**config.mk**
```make
export PLATFORM = sky130hd
export DESIGN_NAME = bt_unit_pipe_flat
export DESIGN_NICKNAME = d
export VERILOG_FILES = /design/src/rtl/bt_unit_pipe_if.sv /design/src/rtl/bt_unit_pipe.sv /design/src/flat_wrapper.sv
export SDC_FILE = /design/constraint.sdc
export NUM_CORES = 2
export LEC_CHECK = 0
export ABC_CLOCK_PERIOD_IN_PS = 39400
export CAP_MARGIN = 25
export CORE_MARGIN = 2
export CORE_UTILIZATION = 40
export CTS_BUF_LIST = sky130_fd_sc_hd__clkbuf_4 sky130_fd_sc_hd__clkbuf_8
export DETAILED_ROUTE_END_ITERATION = 16
export GPL_TIMING_DRIVEN = 0
export PLACE_DENSITY = 0.6
export SYNTH_ARGS = -nofsm -noshare
export SYNTH_HDL_FRONTEND = slang
export SYNTH_SLANG_ARGS = --single-unit
```
**constraint.sdc**
```tcl
create_clock -name clk -period 39.4 [get_ports clk]
set_input_delay 7.88 -clock clk [delete_from_list [all_inputs] [get_ports clk]]
set_output_delay 7.88 -clock clk [all_outputs]
set_load 0.005 [all_outputs]
```
**src/rtl/bt_unit_pipe_if.sv**
```systemverilog
// Handshake bundle for the butterfly pipeline: operand beat in, result beat out.
// The master drives operands and out_ready; the slave (the pipeline) drives results.
interface bt_unit_pipe_if #(
    parameter int bit_len = 23
) ();
    logic               in_valid;
    logic               in_ready;
    logic               mode;
    logic [bit_len-1:0] A_in;
    logic [bit_len-1:0] B_in;
    logic [bit_len-1:0] zeta;
    logic               out_valid;
    logic               out_ready;
    logic [bit_len-1:0] A_out;
    logic [bit_len-1:0] B_out;
    logic               out_mode;

    modport master (
        output in_valid, mode, A_in, B_in, zeta, out_ready,
        input  in_ready, out_valid, A_out, B_out, out_mode
    );

    modport slave (
        input  in_valid, mode, A_in, B_in, zeta, out_ready,
        output in_ready, out_valid, A_out, B_out, out_mode
    );
endinterface

```
**src/rtl/bt_unit_pipe.sv**
```systemverilog
// Four-stage modular NTT butterfly (CT forward / GS inverse), one beat per cycle.
// Optional macro BT_UNIT_PIPE_HALF_EN halves both GS results modulo Q.
module bt_unit_pipe #(
    parameter int bit_len = 23,
    parameter int Q       = 8380417
) (
    input  logic           clk,
    input  logic           reset,
    bt_unit_pipe_if.slave  bus
);
    localparam int W  = bit_len;
    localparam int PW = 2 * bit_len;
    localparam logic [W:0]    q_e = (W+1)'(Q);
    localparam logic [PW-1:0] q_p = PW'(Q);

    function automatic logic [W-1:0] mod_add(input logic [W-1:0] a, input logic [W-1:0] b);
        logic [W:0] s;
        s = {1'b0, a} + {1'b0, b};
        if (s >= q_e) begin
            s = s - q_e;
        end
        return s[W-1:0];
    endfunction

    // Borrow case adds Q first so the result stays a non-negative representative.
    function automatic logic [W-1:0] mod_sub(input logic [W-1:0] a, input logic [W-1:0] b);
        logic [W:0] d;
        if (a >= b) begin
            d = {1'b0, a} - {1'b0, b};
        end else begin
            d = {1'b0, a} + q_e - {1'b0, b};
        end
        return d[W-1:0];
    endfunction

    function automatic logic [W-1:0] mod_half(input logic [W-1:0] x);
        logic [W:0] h;
        if (x[0]) begin
            h = ({1'b0, x} + q_e) >> 1;
        end else begin
            h = {1'b0, x} >> 1;
        end
        return h[W-1:0];
    endfunction

    logic            adv_s;
    logic [W-1:0]    s1_a_s, s1_x_s;
    logic            s1_valid_r, s1_mode_r;
    logic [W-1:0]    s1_a_r, s1_x_r, s1_z_r;
    logic            s2_valid_r, s2_mode_r;
    logic [W-1:0]    s2_a_r;
    logic [PW-1:0]   s2_prod_r;
    logic [PW-1:0]   s3_red_s;
    logic            s3_valid_r, s3_mode_r;
    logic [W-1:0]    s3_a_r, s3_t_r;
    logic [W-1:0]    res_a_s, res_b_s;
    logic            out_valid_r, out_mode_r;
    logic [W-1:0]    a_out_r, b_out_r;

    assign adv_s         = !out_valid_r || bus.out_ready;
    assign bus.in_ready  = adv_s;
    assign bus.out_valid = out_valid_r;
    assign bus.out_mode  = out_mode_r;
    assign bus.A_out     = a_out_r;
    assign bus.B_out     = b_out_r;

    // Stage 1 operands: CT multiplies B and carries A; GS multiplies (A-B) and carries A+B.
    always_comb begin
        s1_a_s = bus.A_in;
        s1_x_s = bus.B_in;
        if (bus.mode) begin
            s1_a_s = mod_add(bus.A_in, bus.B_in);
            s1_x_s = mod_sub(bus.A_in, bus.B_in);
        end else begin
            s1_a_s = bus.A_in;
            s1_x_s = bus.B_in;
        end
    end

    // Stage 3 exact reduction of the full-width product.
    always_comb begin
        s3_red_s = s2_prod_r % q_p;
    end

    // Final combine: CT forms A+t / A-t, GS passes the sum and reduced product through.
    always_comb begin
        res_a_s = s3_a_r;
        res_b_s = s3_t_r;
        if (s3_mode_r) begin
`ifdef BT_UNIT_PIPE_HALF_EN
            res_a_s = mod_half(s3_a_r);
            res_b_s = mod_half(s3_t_r);
`else
            res_a_s = s3_a_r;
            res_b_s = s3_t_r;
`endif
        end else begin
            res_a_s = mod_add(s3_a_r, s3_t_r);
            res_b_s = mod_sub(s3_a_r, s3_t_r);
        end
    end

    // Pipeline registers; every stage holds together while the output is stalled.
    always_ff @(posedge clk) begin
        if (reset) begin
            s1_valid_r  <= 1'b0;
            s1_mode_r   <= 1'b0;
            s1_a_r      <= '0;
            s1_x_r      <= '0;
            s1_z_r      <= '0;
            s2_valid_r  <= 1'b0;
            s2_mode_r   <= 1'b0;
            s2_a_r      <= '0;
            s2_prod_r   <= '0;
            s3_valid_r  <= 1'b0;
            s3_mode_r   <= 1'b0;
            s3_a_r      <= '0;
            s3_t_r      <= '0;
            out_valid_r <= 1'b0;
            out_mode_r  <= 1'b0;
            a_out_r     <= '0;
            b_out_r     <= '0;
        end else if (adv_s) begin
            s1_valid_r  <= bus.in_valid;
            s1_mode_r   <= bus.mode;
            s1_a_r      <= s1_a_s;
            s1_x_r      <= s1_x_s;
            s1_z_r      <= bus.zeta;
            s2_valid_r  <= s1_valid_r;
            s2_mode_r   <= s1_mode_r;
            s2_a_r      <= s1_a_r;
            s2_prod_r   <= {{W{1'b0}}, s1_x_r} * {{W{1'b0}}, s1_z_r};
            s3_valid_r  <= s2_valid_r;
            s3_mode_r   <= s2_mode_r;
            s3_a_r      <= s2_a_r;
            s3_t_r      <= s3_red_s[W-1:0];
            out_valid_r <= s3_valid_r;
            out_mode_r  <= s3_mode_r;
            a_out_r     <= res_a_s;
            b_out_r     <= res_b_s;
        end
    end
endmodule

```
**src/flat_wrapper.sv**
```systemverilog
// flat-port wrapper written by rule: the top's interface ports become plain ports
module bt_unit_pipe_flat 
#(
    parameter int bit_len = 23,
    parameter int Q       = 8380417
)
  (clk, reset, bus_in_valid, bus_mode, bus_A_in, bus_B_in, bus_zeta, bus_out_ready, bus_in_ready, bus_out_valid, bus_A_out, bus_B_out, bus_out_mode);
  bt_unit_pipe_if #(.bit_len(bit_len)) bus_i ();
  input  logic clk;
  input  logic reset;
  input wire logic [$bits(bus_i.in_valid)-1:0] bus_in_valid;
  input wire logic [$bits(bus_i.mode)-1:0] bus_mode;
  input wire logic [$bits(bus_i.A_in)-1:0] bus_A_in;
  input wire logic [$bits(bus_i.B_in)-1:0] bus_B_in;
  input wire logic [$bits(bus_i.zeta)-1:0] bus_zeta;
  input wire logic [$bits(bus_i.out_ready)-1:0] bus_out_ready;
  output wire logic [$bits(bus_i.in_ready)-1:0] bus_in_ready;
  output wire logic [$bits(bus_i.out_valid)-1:0] bus_out_valid;
  output wire logic [$bits(bus_i.A_out)-1:0] bus_A_out;
  output wire logic [$bits(bus_i.B_out)-1:0] bus_B_out;
  output wire logic [$bits(bus_i.out_mode)-1:0] bus_out_mode;
  assign bus_i.in_valid = bus_in_valid;
  assign bus_i.mode = bus_mode;
  assign bus_i.A_in = bus_A_in;
  assign bus_i.B_in = bus_B_in;
  assign bus_i.zeta = bus_zeta;
  assign bus_i.out_ready = bus_out_ready;
  assign bus_in_ready = bus_i.in_ready;
  assign bus_out_valid = bus_i.out_valid;
  assign bus_A_out = bus_i.A_out;
  assign bus_B_out = bus_i.B_out;
  assign bus_out_mode = bus_i.out_mode;
  bt_unit_pipe #(.bit_len(bit_len), .Q(Q)) u_core (.clk(clk), .reset(reset), .bus(bus_i));
endmodule
```
== Word level (Yosys, flattened, before mapping) ==
Index checks and enable logic that the tools add are counted.
Widths: inputs -> output; s select.

* Input bits: 74
* Bits in registers: 238
* Logic and storage cells: 43
* Output and inout port bits: 49

* Reductions and logical operators: 2
* Divide/modulo/power cells: 1
* Magnitude comparators: 4
* Mux-type cells: 8
* Add/sub/neg operators: 10
* Multipliers: 1

{| class="wikitable"
|+ Operators with widths
! kind !! number
|-
| $mux 23 || 8
|-
| $sub 23x23->23 || 4
|-
| $add 23x23->24 || 2
|-
| $ge 24x23->1 const B || 2
|-
| $add 23x23->23 const B || 2
|-
| $ge 23x23->1 || 2
|-
| $mod 46x23->46 const B || 1
|-
| $mul 23x23->46 || 1
|-
| $sub 23x23->23 const B || 2
|-
| $logic_not 1->1 || 1
|-
| $logic_or 1x1->1 || 1
|}

== Longest topological paths before layout ==
* Depth in word-level cells: 4
* Mapped depth: 118
* Depth with buffers taken out: 91

== Worst setup path after synthesis ==
No wires, ideal clock.

* Kind: register -> register
* Start: reg u_core.s2_prod_r[26]
* End: reg u_core.s3_t_r[21]
* Cell stages (with the launch flop): 103
* Path buffers: 11
* Setup time: 0.070 ns
* Data arrival time: 26.559 ns
* Period minus slack after synthesis: 26.629 ns
* Slack: 12.771 ns
* Path through: dfxtp_1 or4_4 nor4_2 mux2i_1 nand3_2 o31ai_1 nand4_1 nor3_1 mux2_2 o211a_1 nor3_2 a211oi_4 o21bai_2 nor4b_4 a31oi_4 o31a_1 o211a_1 and4_1 [... 67 more ...] inv_1 nor3b_1 o221ai_1 or3_4 a21oi_2 o21a_1 buf_4 buf_12 xnor2_1 ha_1 o21ai_2 or3_4 o211ai_2 and2_1 buf_6 nor3_1 or3_1 a21oi_1

* Word-level cells in the longest chain between the ends: 1

{| class="wikitable"
|+ RTL lines
! item !! RTL line !! source
|-
| from (decl) || bt_unit_pipe.sv:52 || <nowiki>logic [PW-1:0] s2_prod_r;</nowiki>
|-
| from (signal assigned) || bt_unit_pipe.sv:132 || <nowiki>s2_prod_r <= {{W{1'b0}}, s1_x_r} * {{W{1'b0}}, s1_z_r};</nowiki>
|-
| $mod 46x23->46 || bt_unit_pipe.sv:82 || <nowiki>s3_red_s = s2_prod_r % q_p;</nowiki>
|-
| to (signal assigned) || bt_unit_pipe.sv:136 || <nowiki>s3_t_r <= s3_red_s[W-1:0];</nowiki>
|-
| to (decl) || bt_unit_pipe.sv:55 || <nowiki>logic [W-1:0] s3_a_r, s3_t_r;</nowiki>
|}

Every way passes these cells.
A chain may end at the register's enable or synchronous reset.

== Worst setup path in the final report ==
* Start: reg u_core.s2_prod_r[45]
* End: reg u_core.s3_t_r[17]

Same word-level chain as after synthesis.

==> out/qor.txt <==
outcome - complete, no violations
total grt overflow - 0
GP Congestion - 0.9438
Hold Buf Count CTS - 0
uppermost layer routed - met4
die area - 0.1328 sq mm
WL met1 - 78630 um
number of H-tree levels - 2
ANT nets after route - 0
setup TNS - 0 ps
Post-synth EDFFs - 0
Top Ports - 123
Worst slew margin - 29.82%
CTS sink cnt - 238
DRC Markers - 0
Routed WL per cell - 20.06 um
RSZ-0062 raised after global routing - no
die width - 364.5 um
PostCTS Resize Cnt - 0
Detail Route met3 WL - 11710 um
crit path capture type - flip-flop
DR WL met2 - 81470 um
Die H - 364.5 um
postcts setup bufs - 0
Synth Register Bits - 238
Yosys cell types - 167
ys flop type - dfxtp_1
clk slew on worst S/H paths - 70 ps
Final Net Count - 7948
CTS max path bufs - 3
commonest non-fill, non-tap cell in the layout - nand2_1
CP max stage delay - 810 ps
I/O Buffers - 120
Post-Syn Instances - 6901
CP most frequent cell - a211oi_1
root buffer cell - clkbuf_8
number of synthesis warnings - 0
core region area - 0.1292 sq mm
Syn Nets - 7777
Synth Area per Inst - 7.532 sq um
clock skew - 76.94 ps
fin. max-slew vios - 0
Period minus WS final - 33870 ps
CTS tree - done
Worst-Skew Late Latency - 680 ps
# rows - 132
initial antenna violation count - 3
Critical Path Fanout Max - 10
post-DP HPWL - 147300 um
Final Cycle Share - 85.97%
Routed WL - 177300 um
initial core utilization - 40.24%
Hold Vio Cnt, Final - 0
area occupied by multi-input gates - 0.04292 sq mm
slowest cell on the critical path - a222oi_1
pin count of the biggest net entering global routing - 14
crit path DAT - 34380 ps
Post-Syn Area - 0.05198 sq mm
actual slew at the worst max-slew pin - 1045 ps
async set or reset register ratio after synthesis - 0%
initial DRC count - 3925
fmax - 29.52 MHz
GRT Total Usage - 26.29%
max_cap viols - 0
hold crit path type - reg -> reg
register area share after synthesis - 9.167%
sequential cell area - 0.004765 sq mm
WP data required - 39900 ps
First-pass DRT Iterations - 6
vias in the first global route - 48870
vias per cell - 5.650
most frequent cells in the layout - 1041 x nand2_1, 713 x inv_1, 597 x nor2_1, 466 x fa_1, 424 x a21oi_1
startpoint types - flip-flop
layout cell share with drive strength beyond 1 - 6.621%
first-pass GRT wire length - 278200 um
Setup CP Type - reg -> reg
CTS Buf Count - 42
via count - 49950
area delta synth->final - 8.367%
Finish-stage setup viols - 0
# fillers - 13420
-- path summary, 6_finish.rpt --
path / slack (ps) / to / startpoint / cells after the start
worst min register to register: 450 / u_core.bus.B_out[17] / u_core.bus.B_out[17] / 2
worst min-delay path: 450 / u_core.bus.B_out[17] / u_core.bus.B_out[17] / 2
worst max-delay path: 5530 / u_core.s3_t_r[17] / u_core.s2_prod_r[45] / 97
worst max register to register: 5530 / u_core.s3_t_r[17] / u_core.s2_prod_r[45] / 97
-- area by class of cell --
cell class	count	area share, %
plain buffers	333	2.870
diodes	1	0.004443
clock buffers	55	1.277
multi-input cells	5614	76.19
repair buffers	127	2.270
well taps	1742	3.870
inverters	716	4.771
clock inverters	16	0.2866
flip-flops and latches	238	8.459
-- critical path, delay by kind of cell, from the launching register on --
family / cells / cell delay (ps)
muxes: 2 / 1130
xor gates and xnor gates: 10 / 3670
DFF: 1 / 480
adders and majority gates: 1 / 290
and+or+nand+nor: 35 / 12210
buffers and inverters: 9 / 1740
AOI/OAI and AO/OA: 40 / 14100
-- routing by layer --
layer  global-route usage, %  up-vias
met1                   35.24    24230
met4                   7.762        0
met3                   3.824      256
met2                   43.71     1585
met5                       0        -
li1                        -    23890
-- sequential cells by signal, summed over array words and instances, names as in the netlist --
register              cells
u_core.s2_a_r            23
u_core.s1_z_r            23
u_core.bus.A_out         23
u_core.s2_prod_r         46
u_core.s3_valid_r         1
u_core.bus.out_mode       1
u_core.s2_valid_r         1
u_core.s1_mode_r          1
u_core.s3_a_r            23
u_core.bus.out_valid      1
u_core.bus.B_out         23
u_core.s2_mode_r          1
u_core.s1_x_r            23
u_core.s3_mode_r          1
u_core.s3_t_r            23
u_core.s1_valid_r         1
u_core.s1_a_r            23
-- cells in the mapped netlist (66+ instances only) --
cell type | count | area, sq um
a21oi_1 | 424 | 2122
inv_1 | 713 | 2676
clkbuf_1 | 224 | 840.8
xor2_1 | 124 | 1086
a211oi_1 | 103 | 773.2
nand2_1 | 1041 | 3908
and2_1 | 204 | 1276
xnor2_1 | 351 | 3074
nand4_1 | 68 | 425.4
nor3_1 | 166 | 830.8
ha_1 | 336 | 4204
o211ai_1 | 66 | 495.5
o21ai_0 | 191 | 955.9
nor2_1 | 597 | 2241
fa_1 | 466 | 9329
dfxtp_1 | 238 | 4765
nand3_1 | 147 | 735.7
-- per-stage QoR --
step                      hold slack, ps  setup slack (ps)  util (%)  std cells  area [sq um]
final                              448.1              5527     43.61       8842         56330
after detailed placement           444.8              6232     42.90       8767         55410
after floorplan                    432.1             12770         -       6901         51980
after global routing               464.3              3148     43.61       8842         56330
after global placement             440.0              6194     42.86       8763         55360
after CTS                          450.7              6074     43.58       8838         56290
-- cell families after synthesis --
group	synth area share, %
flops	9.167
compound gates	19.97
buf+inv	8.281
fa+ha+maj	26.33
mux	1.702
simple gates	26.30
xor+xnor	8.254
Power is left out: the tool's default activity adds up to more than one toggle a clock period on the data nets, which glitch-free logic cannot reach.
